===== config.mk =====
export PLATFORM = sky130hd
export DESIGN_NAME = add_sched
export DESIGN_NICKNAME = d
export VERILOG_FILES = /design/src/rtl/add_sched_pkg.sv /design/src/rtl/add_sched_rr_arbiter.sv /design/src/rtl/add_sched.sv
export SDC_FILE = /design/constraint.sdc
export NUM_CORES = 1
export LEC_CHECK = 0
export CAP_MARGIN = 20
export CORE_MARGIN = 4
export CORE_UTILIZATION = 40
export CTS_CLUSTER_SIZE = 24
export DETAILED_ROUTE_END_ITERATION = 10
export GPL_TIMING_DRIVEN = 0
export MAX_ROUTING_LAYER = met4
export PLACE_DENSITY = 0.81
export RECOVER_POWER = 50
export SETUP_SLACK_MARGIN = 0.4
export SLEW_MARGIN = 20
export SYNTH_ARGS = -nofsm -noshare
export SYNTH_HDL_FRONTEND = slang
export SYNTH_SLANG_ARGS = --single-unit

===== constraint.sdc =====
create_clock -name clk -period 3.3 [get_ports clk]
set_clock_uncertainty 0.1 [all_clocks]
set_input_delay 0.66 -clock clk [delete_from_list [all_inputs] [get_ports clk]]
set_output_delay 0.66 -clock clk [all_outputs]
set_load 0.01 [all_outputs]

===== src/rtl/add_sched_pkg.sv =====
// Shared types and defaults for the shared-adder scheduler.
// Imported by the arbiter and the top so state encoding stays in one place.
package add_sched_pkg;

    localparam int N_REQ_DEF = 4;
    localparam int W_DEF     = 5;

    typedef enum logic [1:0] {
        ST_IDLE = 2'd0,
        ST_CALC = 2'd1,
        ST_DONE = 2'd2
    } state_t;

endpackage


===== src/rtl/add_sched_rr_arbiter.sv =====
// Round-robin picker: scans from ptr upward, wrapping at N-1, first requester wins.
// Purely combinational; the caller owns the pointer register.
module rr_arbiter
    import add_sched_pkg::*;
#(
    parameter int N  = N_REQ_DEF,
    parameter int IW = $clog2(N_REQ_DEF)
) (
    input  logic [N-1:0]  req,
    input  logic [IW-1:0] ptr,
    output logic [N-1:0]  winner,
    output logic [IW-1:0] idx,
    output logic          any
);

    int j;

    always_comb begin
        winner = '0;
        idx    = '0;
        any    = 1'b0;
        j      = 0;
        for (int i = 0; i < N; i++) begin
            j = int'(ptr) + i;
            if (j >= N) begin
                j = j - N;
            end
            if (!any && req[j]) begin
                any       = 1'b1;
                winner[j] = 1'b1;
                idx       = IW'(j);
            end
        end
    end

endmodule


===== src/rtl/add_sched.sv =====
// Time-shares one adder between N_REQ requesters: grant/capture, add, then hold
// the result until the consumer accepts it.
module add_sched
    import add_sched_pkg::*;
#(
    parameter int N_REQ = N_REQ_DEF,
    parameter int W     = W_DEF,
    localparam int IW   = $clog2(N_REQ)
) (
    input  logic               clk,
    input  logic               rst,
    input  logic [N_REQ-1:0]   req,
    input  logic [N_REQ*W-1:0] opa,
    input  logic [N_REQ*W-1:0] opb,
    output logic [N_REQ-1:0]   gnt,
    output logic               rsp_valid,
    input  logic               rsp_ready,
    output logic [IW-1:0]      rsp_id,
    output logic [W:0]         rsp_sum,
    output logic               busy
);

    state_t           state_q, state_d;
    logic [IW-1:0]    ptr_q, ptr_d;
    logic [W-1:0]     a_q, a_d;
    logic [W-1:0]     b_q, b_d;
    logic [IW-1:0]    id_q, id_d;
    logic [N_REQ-1:0] gnt_q, gnt_d;
    logic             rsp_valid_q, rsp_valid_d;
    logic [IW-1:0]    rsp_id_q, rsp_id_d;
    logic [W:0]       rsp_sum_q, rsp_sum_d;

    logic [N_REQ-1:0] arb_win;
    logic [IW-1:0]    arb_idx;
    logic             arb_any;
    logic [W:0]       sum;

    rr_arbiter #(
        .N  (N_REQ),
        .IW (IW)
    ) u_arb (
        .req    (req),
        .ptr    (ptr_q),
        .winner (arb_win),
        .idx    (arb_idx),
        .any    (arb_any)
    );

    // The only adder; it always works on the captured operands.
    assign sum = {1'b0, a_q} + {1'b0, b_q};

    always_comb begin
        state_d     = state_q;
        ptr_d       = ptr_q;
        a_d         = a_q;
        b_d         = b_q;
        id_d        = id_q;
        gnt_d       = '0;
        rsp_valid_d = rsp_valid_q;
        rsp_id_d    = rsp_id_q;
        rsp_sum_d   = rsp_sum_q;
        case (state_q)
            ST_IDLE: begin
                if (arb_any) begin
                    a_d     = opa[arb_idx*W +: W];
                    b_d     = opb[arb_idx*W +: W];
                    id_d    = arb_idx;
                    gnt_d   = arb_win;
                    ptr_d   = (arb_idx == IW'(N_REQ - 1)) ? '0 : arb_idx + IW'(1);
                    state_d = ST_CALC;
                end
            end
            ST_CALC: begin
                rsp_sum_d   = sum;
                rsp_id_d    = id_q;
                rsp_valid_d = 1'b1;
                state_d     = ST_DONE;
            end
            ST_DONE: begin
                if (rsp_ready) begin
                    rsp_valid_d = 1'b0;
                    state_d     = ST_IDLE;
                end
            end
            default: begin
                state_d = ST_IDLE;
            end
        endcase
    end

    always_ff @(posedge clk or posedge rst) begin
        if (rst) begin
            state_q     <= ST_IDLE;
            ptr_q       <= '0;
            a_q         <= '0;
            b_q         <= '0;
            id_q        <= '0;
            gnt_q       <= '0;
            rsp_valid_q <= 1'b0;
            rsp_id_q    <= '0;
            rsp_sum_q   <= '0;
        end else begin
            state_q     <= state_d;
            ptr_q       <= ptr_d;
            a_q         <= a_d;
            b_q         <= b_d;
            id_q        <= id_d;
            gnt_q       <= gnt_d;
            rsp_valid_q <= rsp_valid_d;
            rsp_id_q    <= rsp_id_d;
            rsp_sum_q   <= rsp_sum_d;
        end
    end

    assign gnt       = gnt_q;
    assign rsp_valid = rsp_valid_q;
    assign rsp_id    = rsp_id_q;
    assign rsp_sum   = rsp_sum_q;
    assign busy      = (state_q != ST_IDLE);

endmodule

==> reports/results.ini <==
[worst_setup_path]
reg2reg_slack_ns=0.42
crit_path_max_incr_delay_ns=0.54
r2r-end=a_q[1]$_DFFE_PP0P_
reg2regPathDepth=12
cp_slowest_cell=mux4_2
rr_startpoint=ptr_q[0]$_DFFE_PP0P_
crit_type=flip-flop to flip-flop
cp-end-kind=flip-flop
worst_ep_arrival_time_ns=2.91
critPathBufInv=5
cp_max_fo=7
critPathTopFamily=multiplexers
cp_data_required_time_ns=3.34
cpMostUsedCell=buf_6
crit_chain=buf_6 > clkbuf_16 > clkinv_8 > ha_4 > mux4_2 > nor2b_4 > buf_6 > nor4_4 > o21ba_1 > buf_6 > mux2i_2 > o221ai_1
start_kind=flip-flop

[die]
die_h_um=81.71
start_util_pct=42.02
core_um2=5172
die_w_um=81.71
rows=26
ios=61
dieArea_um2=6677

[placed_design]
gp_congestion=0.8366
dp.cells=347
port_buffers=59
dpl_cell_area_um2=2873
dp_hpwl_mm=4.427

[cts]
cts_buffers=5
insertion_delay_ns=0.28
cts_max_level=2
clkTransAtPathRegs_ns=0.07
numClockSinks=29
cts_tree=built
clockBufferDepth=2
clock-root-buffer=clkbuf_8

[synth]
yosysSeqAreaShare_pct=33.39
yosysUniqueCellTypes=39
ys_seq_elements=29
synth_area_um2=2173
ys.flop_type=dfrtp_1
synth_edf_count=0
yosysWarnings=0
syn_nets=275
synth_cells=218
ys_async_sr_fraction_pct=100.0
syn_area_per_cell_um2=9.969

[sta]
relSlewSlack_pct=26.75
setup_viol=0
finalMaxSlewViolations=0
worst_pin_slew_ns=1.097
fmax_mhz=347.6
rsz0062_at_grt=yes
period_minus_slack_ns=2.877
period_share_pct=87.18
hold_viol=0

[global_routing]
grt_usage_pct=19.30
grt_pass1_wl_mm=9.708
grt_pass1_vias=2046
grt_max_degree=30
overflow=0
antenna_found_initial=0

[worst_hold_path]
hp-start=rsp_sum[3]$_DFFE_PP0P_
worstHoldPathType=flip-flop to flip-flop
hold_depth=2
hold_path_end=rsp_sum[3]$_DFFE_PP0P_

[flow_run]
maxCapViolCount=0

[cells_and_area]
drive_above_1_share_pct=22.15
layoutNonFillerInstCount=368
fin_area_um2=3189
fin_util_pct=61.66
layout.nets=354
synthToLayoutAreaGrowth_pct=46.75
antennaDiodeCount=0

[routing]
detail-route-antenna-nets=0
routed_wl_mm=6.022
wl_per_cell_um=16.36
drc=0
viasPerCell=5.603
drt-initial-drc-count=110
drtPass1Iterations=4
num_vias=2062

[power]
peakVddDrop_mv=0.4828
p_total_mw=3.368
cellLeakagePower_nw=1.378
powerDensity_nw_per_um2=1056

[run_status]
status=complete, no violations

## through the flow
stage,TNS [ns],hold slack [ns],worst slack [ns]
after floorplan,0,0.3445,0.4274
after global placement,-0.3163,0.3578,-0.05112
after detailed placement,-0.6462,0.3715,-0.1367
after CTS,0,0.3838,0.3864
after global routing,0,0.3976,0.3259
final,0,0.3776,0.4230
## routing by layer
layer	track usage [%]	wire, µm	vias up
met5	-	0	-
met1	23.27	2487	983
met4	5.482	108	0
li1	-	-	989
met2	33.63	3098	79
met3	2.741	327	11
## worst register-to-register path, cell delays in order, from the launching register on
cell	delay [ns]
dfrtp_1	0.40
buf_6	0.13
clkbuf_16	0.14
clkinv_8	0.06
ha_4	0.27
mux4_2	0.54
nor2b_4	0.13
buf_6	0.14
nor4_4	0.06
o21ba_1	0.24
buf_6	0.16
mux2i_2	0.25
o221ai_1	0.13
## cells in the final DEF (no fill, tap or decap), types with 4 or more instances in the layout
master,instances
a22oi_1,4
mux2i_1,16
clkdlybuf4s50_1,54
a21o_1,10
inv_1,9
clkbuf_1,6
ha_1,8
o21ai_0,11
a21oi_1,6
clkbuf_8,6
a221o_1,4
nor2_1,15
buf_4,13
a211oi_1,8
a221oi_1,6
or3_1,6
nand2_1,10
dfrtp_1,28
mux2_2,17
a221oi_2,4
o22ai_1,7
## cell type report
type	count	area [µm²]
fill	427	1983
multi-input combinational	166	1423
sequential	29	726.9
timing repair buffer	71	680.7
buffer	14	105.1
tap	70	87.58
clock buffer	7	86.33
inverter	10	50.05
clock inverter	1	30.03
## timing repair
action	4_1_cts	5_1_grt
hold buffers	0	0
buffers inserted	5	7
gates cloned	1	0
pin swaps	3	2
resized for setup	14	9
endpoints found under the setup margin	12	10
## power by group
part           leakage (nW)  switching (mW)  internal (mW)
sequential            0.348           0.124          0.544
clock                0.0585           0.130          0.246
combinational         0.971            1.14           1.19
## Yosys cell counts, drive strengths merged (5+ instances only)
master	n	area, µm²
or3	6	37.54
a21o	10	75.07
a211oi	8	60.06
ha	9	112.6
mux2i	20	200.2
inv	9	33.78
dfrtp	29	725.7
nand2	10	37.54
o22ai	7	43.79
a221oi	10	87.58
o21ai	12	60.05
clkbuf	9	33.78
buf	5	46.29
nor2	17	71.32
a21oi	6	30.03
mux2	17	191.4
## logic make-up (layout without fill, tap and decap cells)
group	after synthesis	after routing	share of synthesized area [%]
buffers and inverters	24	103	5.411
adders and majority gates	10	10	6.103
AOI/OAI and AO/OA	71	71	23.43
xor gates and xnor gates	4	4	1.612
and+or+nand+nor	41	42	9.960
muxes	39	39	20.09
DFF	29	29	33.39
## worst max-delay path by stage
stage / startpoint / to / slack (ns) / depth (start not counted)
after detailed placement: req[1] / a_q[4]$_DFFE_PP0P_ / -0.14 / 10
final: ptr_q[0]$_DFFE_PP0P_ / a_q[1]$_DFFE_PP0P_ / 0.42 / 12
after floorplan: ptr_q[0]$_DFFE_PP0P_ / a_q[1]$_DFFE_PP0P_ / 0.43 / 12
after CTS: req[0] / a_q[1]$_DFFE_PP0P_ / 0.39 / 9
after global placement: req[1] / b_q[0]$_DFFE_PP0P_ / -0.05 / 10
after global routing: ptr_q[0]$_DFFE_PP0P_ / a_q[1]$_DFFE_PP0P_ / 0.33 / 12
## flip-flops by register name, indices dropped and copies added, names as in the netlist
name	count
a_q	5
rsp_id	2
id_q	2
state_q	2
rsp_valid	1
gnt	4
rsp_sum	6
ptr_q	2
b_q	5
(Power assumes the default switching activity.)
